===== src/rtl/define.sv =====
// Router-wide dimensions shared by every port controller: PORT is the highest
// output port index and PORTW + 1 is the width of an output port ID.
`ifndef PORT
`define PORT 4
`endif
`ifndef PORTW
`define PORTW 2
`endif


===== src/rtl/inport_ctrl_pkg.sv =====
// Flit format, FSM encoding and port limits for the router input-port controller.
package inport_ctrl_pkg;

    localparam int unsigned MAXPORT = 4;
    localparam int unsigned TYPE_W  = 2;
    localparam int unsigned DEST_W  = 3;
    localparam int unsigned HDR_W   = TYPE_W + DEST_W;
    localparam int unsigned ERR_W   = 8;

    typedef enum logic [1:0] {
        FT_BODY     = 2'b00,
        FT_HEAD     = 2'b01,
        FT_TAIL     = 2'b10,
        FT_HEADTAIL = 2'b11
    } flit_type_e;

    typedef enum logic [1:0] {
        S_IDLE = 2'b00,
        S_REQ  = 2'b01,
        S_XFER = 2'b10,
        S_DROP = 2'b11
    } state_e;

    // Top HDR_W bits of every flit: type, then destination (meaningful on heads).
    typedef struct packed {
        flit_type_e             ftype;
        logic [DEST_W-1:0]      dest;
    } flit_hdr_t;

endpackage


===== src/rtl/inport_ctrl_flit_dec.sv =====
// Combinational decode of a flit header into head/tail flags and destination.
module inport_ctrl_flit_dec
    import inport_ctrl_pkg::*;
(
    input  logic [HDR_W-1:0]  hdr,
    output logic [DEST_W-1:0] dest,
    output logic              is_head,
    output logic              is_tail,
    output logic              dest_ok
);

    flit_hdr_t h;

    assign h       = flit_hdr_t'(hdr);
    assign dest    = h.dest;
    assign is_head = (h.ftype == FT_HEAD) || (h.ftype == FT_HEADTAIL);
    assign is_tail = (h.ftype == FT_TAIL) || (h.ftype == FT_HEADTAIL);
    assign dest_ok = (h.dest <= DEST_W'(MAXPORT));

endmodule


===== src/rtl/inport_ctrl.sv =====
// Router input-port controller: requests an output port for each packet and
// streams it through the crossbar. Define INPORT_ERRCNT_EN to build err_cnt.
`ifndef PORT
`define PORT 4
`endif
`ifndef PORTW
`define PORTW 2
`endif

module inport_ctrl
    import inport_ctrl_pkg::*;
#(
    parameter int unsigned FLITW = 32
)
(
    input  logic               clk,
    input  logic               rst_,
    input  logic [FLITW-1:0]   in_data,
    input  logic               in_valid,
    output logic               in_ready,
    output logic [`PORTW:0]    port,
    output logic               req,
    input  logic [`PORT:0]     grt_in,
    output logic [FLITW-1:0]   out_data,
    output logic               out_valid,
    input  logic               out_ready,
    output logic [ERR_W-1:0]   err_cnt
);

    localparam int unsigned PORT_ID_W = `PORTW + 1;

    state_e            state;
    logic [DEST_W-1:0] dest;
    logic              is_head;
    logic              is_tail;
    logic              dest_ok;

    inport_ctrl_flit_dec u_flit_dec (
        .hdr     (in_data[FLITW-1 -: HDR_W]),
        .dest    (dest),
        .is_head (is_head),
        .is_tail (is_tail),
        .dest_ok (dest_ok)
    );

    // State, requested port and request line.
    always_ff @(posedge clk or posedge rst_) begin
        if (rst_) begin
            state <= S_IDLE;
            req   <= 1'b0;
            port  <= '0;
        end else begin
            case (state)
                S_IDLE: begin
                    if (in_valid && is_head) begin
                        if (dest_ok) begin
                            state <= S_REQ;
                            req   <= 1'b1;
                            port  <= PORT_ID_W'(dest);
                        end else begin
                            state <= S_DROP;
                        end
                    end
                end
                S_REQ: begin
                    if (grt_in[port]) begin
                        state <= S_XFER;
                    end
                end
                S_XFER: begin
                    // Grant is ignored here; req stays up until the tail leaves.
                    if (in_valid && out_ready && is_tail) begin
                        state <= S_IDLE;
                        req   <= 1'b0;
                    end
                end
                S_DROP: begin
                    if (in_valid && is_tail) begin
                        state <= S_IDLE;
                    end
                end
                default: state <= S_IDLE;
            endcase
        end
    end

    // Pop strobe and crossbar handshake; stray flits in IDLE are popped at once.
    always_comb begin
        in_ready  = 1'b0;
        out_valid = 1'b0;
        out_data  = '0;
        if (!rst_) begin
            case (state)
                S_IDLE: in_ready = in_valid && !is_head;
                S_XFER: begin
                    out_data  = in_data;
                    out_valid = in_valid;
                    in_ready  = out_ready;
                end
                S_DROP: in_ready = 1'b1;
                default: in_ready = 1'b0;
            endcase
        end
    end

`ifdef INPORT_ERRCNT_EN
    logic drop_c;

    assign drop_c = in_valid && in_ready && ((state == S_IDLE) || (state == S_DROP));

    // Saturating count of discarded flits.
    always_ff @(posedge clk or posedge rst_) begin
        if (rst_) begin
            err_cnt <= '0;
        end else if (drop_c && (err_cnt != {ERR_W{1'b1}})) begin
            err_cnt <= err_cnt + ERR_W'(1);
        end
    end
`else
    assign err_cnt = '0;
`endif

endmodule


===== config.mk =====
export PLATFORM = sky130hd
export DESIGN_NAME = inport_ctrl
export DESIGN_NICKNAME = d
export VERILOG_FILES = /design/src/rtl/define.sv /design/src/rtl/inport_ctrl_pkg.sv /design/src/rtl/inport_ctrl_flit_dec.sv /design/src/rtl/inport_ctrl.sv
export SDC_FILE = /design/constraint.sdc
export NUM_CORES = 1
export LEC_CHECK = 0
export CORE_UTILIZATION = 25
export CTS_BUF_LIST = sky130_fd_sc_hd__clkbuf_4
export DETAILED_ROUTE_END_ITERATION = 8
export PLACE_DENSITY_LB_ADDON = 0.25
export SLEW_MARGIN = 40
export SYNTH_ARGS = -nofsm -noshare
export SYNTH_HDL_FRONTEND = slang
export SYNTH_SLANG_ARGS = --single-unit
export TNS_END_PERCENT = 30

===== constraint.sdc =====
create_clock -name clk -period 1.7 [get_ports clk]
set_clock_uncertainty 0.05 [all_clocks]
set_input_delay 0.17 -clock clk [delete_from_list [all_inputs] [get_ports clk]]
set_output_delay 0.17 -clock clk [all_outputs]
set_load 0.05 [all_outputs]

======== Word level (Yosys, flattened, before mapping) ========
Index checks and enable logic that the tools add are counted.
word-level totals
  logic and storage cells ................. 47
  output and inout port bits .............. 46
  flip-flop bits (word level) ............. 6
  input port bits ......................... 41
operators by class
  equal/unequal tests ..................... 11
  order comparisons ....................... 2
  mux-type cells .......................... 18
  reduce and logical (&&, ||, !) cells .... 13
operators with widths
  kind                count
  $mux 32             2
  $mux 2              5
  $ne 2x2->1 const B  5
  $eq 2x2->1 const B  4
  $pmux 2 s4          1
  $reduce_and 4->1    2
  $mux 1              7
  $logic_and 1x1->1   5
  $eq 2x1->1 const B  2
  $lt 3x4->1 const B  1
  $bmux 1 s3          1
  $le 3x3->1 const B  1
  $pmux 1 s3          1
  $reduce_and 3->1    1
  $logic_not 2->1     1
  $logic_or 1x1->1    2
  $pmux 1 s2          1
  $reduce_bool 2->1   1
  $logic_not 1->1     1

======== Depth between registers and ports, before layout ========
Gate-level depths: netlist of the first run.
  depth after elaboration ................. 6
  depth in mapped cells ................... 4

======== By module ========
Synthesis of the first run repeated with hierarchy kept, for this count alone.
second synthesis, totals
  cell total of the unflattened synthesis .. 84
  area, all modules ....................... 668.1 um2
by module, submodules not included
  module                seq. area each (um2)  area an instance (um2)  cells an instance  times used
  inport_ctrl           150.1                 633.1                   78                 1
  inport_ctrl_flit_dec  0.0                   35.0                    6                  1

======== Worst setup path after synthesis of the first run ========
OpenSTA, ideal clock, no wires.
  path kind ............................... register to output
  from .................................... register state[0]
  to ...................................... output port in_ready
  arrival time ............................ 1.473 ns
  slack ................................... 0.007 ns
  cell stages (with the launch flop) ...... 4
  path through ............................ dfrtp_1 > and2b_1 > nand2_1 > a21oi_1
between the ends
  longest elaborated chain between the ends .. 3
ends and longest elaborated chain
  element                                               RTL line           source
  start: declaration                                    inport_ctrl.sv:32  state_e state;
  start signal: assignment                              inport_ctrl.sv:49  state <= S_IDLE;
  start signal: assignment                              inport_ctrl.sv:57  state <= S_REQ;
  start signal: assignment                              inport_ctrl.sv:61  state <= S_DROP;
  $eq 2x2->1 / $logic_not 2->1 (equally long branches)  inport_ctrl.sv:93  case (state)
  $pmux 1 s3 (*)                                        inport_ctrl.sv:93
  $mux 1 (*)                                            inport_ctrl.sv:92  if (!rst_) begin
  end: declaration                                      inport_ctrl.sv:20  output logic in_ready,
Mark *: on every way between the ends. The rest lies on a longest branch, timed or not.

======== Worst setup path after layout of the first run ========
  from .................................... register state[0]
  to ...................................... output port out_data[20]
between the ends
  longest elaborated chain between the ends .. 3
ends and longest elaborated chain
  element           RTL line           source
  $eq 2x2->1        inport_ctrl.sv:93
  $mux 32           inport_ctrl.sv:93
  $mux 32           inport_ctrl.sv:92
  end: declaration  inport_ctrl.sv:24  output logic [FLITW-1:0] out_data,
Every way passes these cells.

==> results.json, run 1 <==
{
  "final_nets": 208,
  "hp-class": "primary input to asynchronous set/reset pin",
  "critPathMaxStageDelay_ns": 0.45,
  "crit_slowest_cell": "dfrtp_2",
  "top_level_ports": 87,
  "ys_warn_count": 0,
  "io_buffers": 78,
  "rows": 18,
  "grt_pass1_wl_mm": 3.81,
  "setup_viol": 0,
  "cp_common_cell": "buf_12",
  "dp_slack_ns": 0.0547,
  "die_x_microns": 54.0,
  "p_comb_share_pct": 80.0,
  "crit_buf_inv": 2,
  "hold_buffers": 0,
  "hpwl_mm": 2.39,
  "final_common_cell": "clkdlybuf4s50_1",
  "routabilityCongestion": 0.709,
  "clkSinkCount": 6,
  "synthCells": 87,
  "max_freq_mhz": 591,
  "min_period_over_period_pct": 99.5,
  "area_growth_pct": 170,
  "path_depth": 4,
  "totalWireLength_mm": 2.69,
  "synthArstFlopShare_pct": 100,
  "drtIter0Drc": 1,
  "layout-drive-gt1-share_pct": 29.7,
  "synth_area_sq_um": 676,
  "dieHeight_microns": 54.0,
  "rsz0062_at_grt": "true",
  "endpoint": "out_data[20]",
  "synth_edf_count": 0,
  "grt_max_degree": 34,
  "r2r-start": "port[0]",
  "r2r_end": "state[1]",
  "most-common-layout-cells": "40 x clkdlybuf4s50_1, 35 x buf_12, 31 x and2_1",
  "diodes": 0,
  "clock_latency_ns": 0.25,
  "slew_viol_final": 0,
  "min_period_ns": 1.69,
  "status": "complete, no violations",
  "hold_viol_final": 0,
  "clkPwrFrac_pct": 6.1,
  "worstSetupPathType": "register to output port",
  "drc": 0,
  "vias_per_cell": 4.44,
  "crit_required_ns": 1.48,
  "startpoint_type": "register",
  "numCtsBuffers": 3,
  "reg2reg_depth": 3,
  "p_seq_share_pct": 13.9,
  "reg2reg_slack_ns": 0.46,
  "cts_max_level": 1,
  "ir_drop_mv": 1.25,
  "p_int_w": 0.00115,
  "cts_tree": "done",
  "synth_seq_cells": 6,
  "dr_total_vias": 865,
  "start_util_pct": 26.8,
  "cts_buffer_depth": 2,
  "grtUsageTotal_pct": 18.7,
  "worst_slack_ns": 0.00934,
  "routedWlPerCell_microns": 13.8,
  "grt_pass1_vias": 769,
  "ant_nets": 0,
  "cap_violations": 0,
  "overflow": 0,
  "critPathTopFamily": "flip-flops",
  "die_area_sq_mm": 0.00291,
  "power.switching_w": 0.00117,
  "finalPower_w": 0.00231,
  "p_sw_share_pct": 50.5,
  "dr.pass1.iters": 2,
  "clock-root-buffer": "clkbuf_4",
  "post_synth.cell_area_avg_sq_um": 7.77,
  "antenna_found_initial": 0,
  "fillCellCount": 193,
  "crit_chain": "nor3b_4, buf_12, and2_1, buf_12",
  "startpoint": "state[0]",
  "cp_max_fo": 33,
  "clk_pin_slew_worst_paths_ns": 0.05,
  "yosysSeqAreaShare_pct": 22.2,
  "leakagePower_nw": 0.763,
  "critPathArrivalTime_ns": 1.47,
  "ys_types": 26,
  "core_area_sq_mm": 0.00252,
  "synth_flop_cell": "dfrtp_1",
  "power_density_mw_per_mm2": 1270,
  "end_kind": "output port"
}
## cell type report
class	count	area [sq um]	share of cell area, %
sequential	6	153	8.38
multi-input combinational	74	463	25.4
clock buffer	3	22.5	1.24
inverter	2	7.51	0.412
tap	30	37.5	2.06
timing repair buffer	80	1140	62.5
## Yosys cell counts (2+ instances only)
| cell type | count | area [sq um] |
|---|---|---|
| a21oi_1 | 9 | 45.0 |
| and2_1 | 33 | 206 |
| buf_4 | 8 | 60.1 |
| clkbuf_2 | 3 | 15.0 |
| dfrtp_1 | 6 | 150 |
| inv_1 | 2 | 7.51 |
| mux2i_1 | 2 | 20.0 |
| nand2_1 | 3 | 11.3 |
| nor2_1 | 2 | 7.51 |
| o21ai_0 | 2 | 10.0 |
| o31ai_1 | 2 | 15.0 |
## cells by family (layout without fill, tap and decap cells)
kind of cell	after synthesis	in the layout	share of synthesized area (%)
simple gates	46	46	43.9
buf+inv	14	85	13.9
compound gates	18	18	16.5
flops	6	6	22.2
mux	2	2	2.96
other cells	1	8	0.555
## registers in the layout (all words and copies together) (netlist names)
signal	cells
state	2
port	3
req	1
## worst min path at each step
stage / end / depth (start not counted) / slack [ns]
floorplan: port[0] / 1 / -0.09
global placement: req / 1 / 0.44
detailed placement: req / 1 / 0.44
CTS: req / 2 / 0.20
global route: req / 2 / 0.22
finish: port[2] / 2 / 0.20
## per-stage QoR
stage	TNS, ns	util [%]	hold slack [ns]	area, sq um	cells
after global routing	-0.869	72.2	0.221	1820	195
after detailed placement	0	71.0	0.443	1790	192
after global placement	0	71.0	0.438	1790	192
after CTS	-0.000487	72.1	0.202	1820	195
after floorplan	0	-	-0.0890	702	94
final	0	72.2	0.198	1820	195
## power groups by stage
stage / logic, W / registers [W] / clock network (W)
6_report: 0.00185 / 0.000323 / 0.000140
5_1_grt: 0.00193 / 0.000338 / 0.000150
4_1_cts: 0.00187 / 0.000324 / 0.000146
3_5_place_dp: 0.00186 / 0.000321 / 0
3_3_place_gp: 0.00184 / 0.000312 / 0
2_1_floorplan: 0.000859 / 0.000465 / 0
## repair_timing
item	in CTS	in global routing
buffers inserted	0	0
gates resized for setup	3	1
endpoints found under the setup margin	33	32
pin swaps	0	0
## metal layers
metal	global-route usage, %	vias up	part of all wire, %	routed length, microns
met3	7.34	5	16	433
met5	0	-	0	0
li1	-	431	-	-
met2	36.4	54	50	1350
met4	8.12	0	2.0	55
met1	16.7	375	31	843
Note: power is estimated with default switching activity, not from simulation.
==> run 2: changes to the inputs <==
--- a/config.mk
+++ b/config.mk
@@ -8,6 +8,7 @@
 export CORE_UTILIZATION = 25
 export CTS_BUF_LIST = sky130_fd_sc_hd__clkbuf_4
 export DETAILED_ROUTE_END_ITERATION = 8
+export GPL_TIMING_DRIVEN = 1
 export PLACE_DENSITY_LB_ADDON = 0.25
 export SLEW_MARGIN = 40
 export SYNTH_ARGS = -nofsm -noshare
==> results of run 2 <==
The final DEF is identical to that of run 1; final timing and power are the same.
==> run 3: changes to the inputs <==
--- a/config.mk
+++ b/config.mk
@@ -9,6 +9,7 @@
 export CTS_BUF_LIST = sky130_fd_sc_hd__clkbuf_4
 export DETAILED_ROUTE_END_ITERATION = 8
 export GPL_TIMING_DRIVEN = 1
+export HOLD_SLACK_MARGIN = 0.03
 export PLACE_DENSITY_LB_ADDON = 0.25
 export SLEW_MARGIN = 40
 export SYNTH_ARGS = -nofsm -noshare
==> results of run 3 <==
The final DEF is identical to that of run 1; final timing and power are the same.
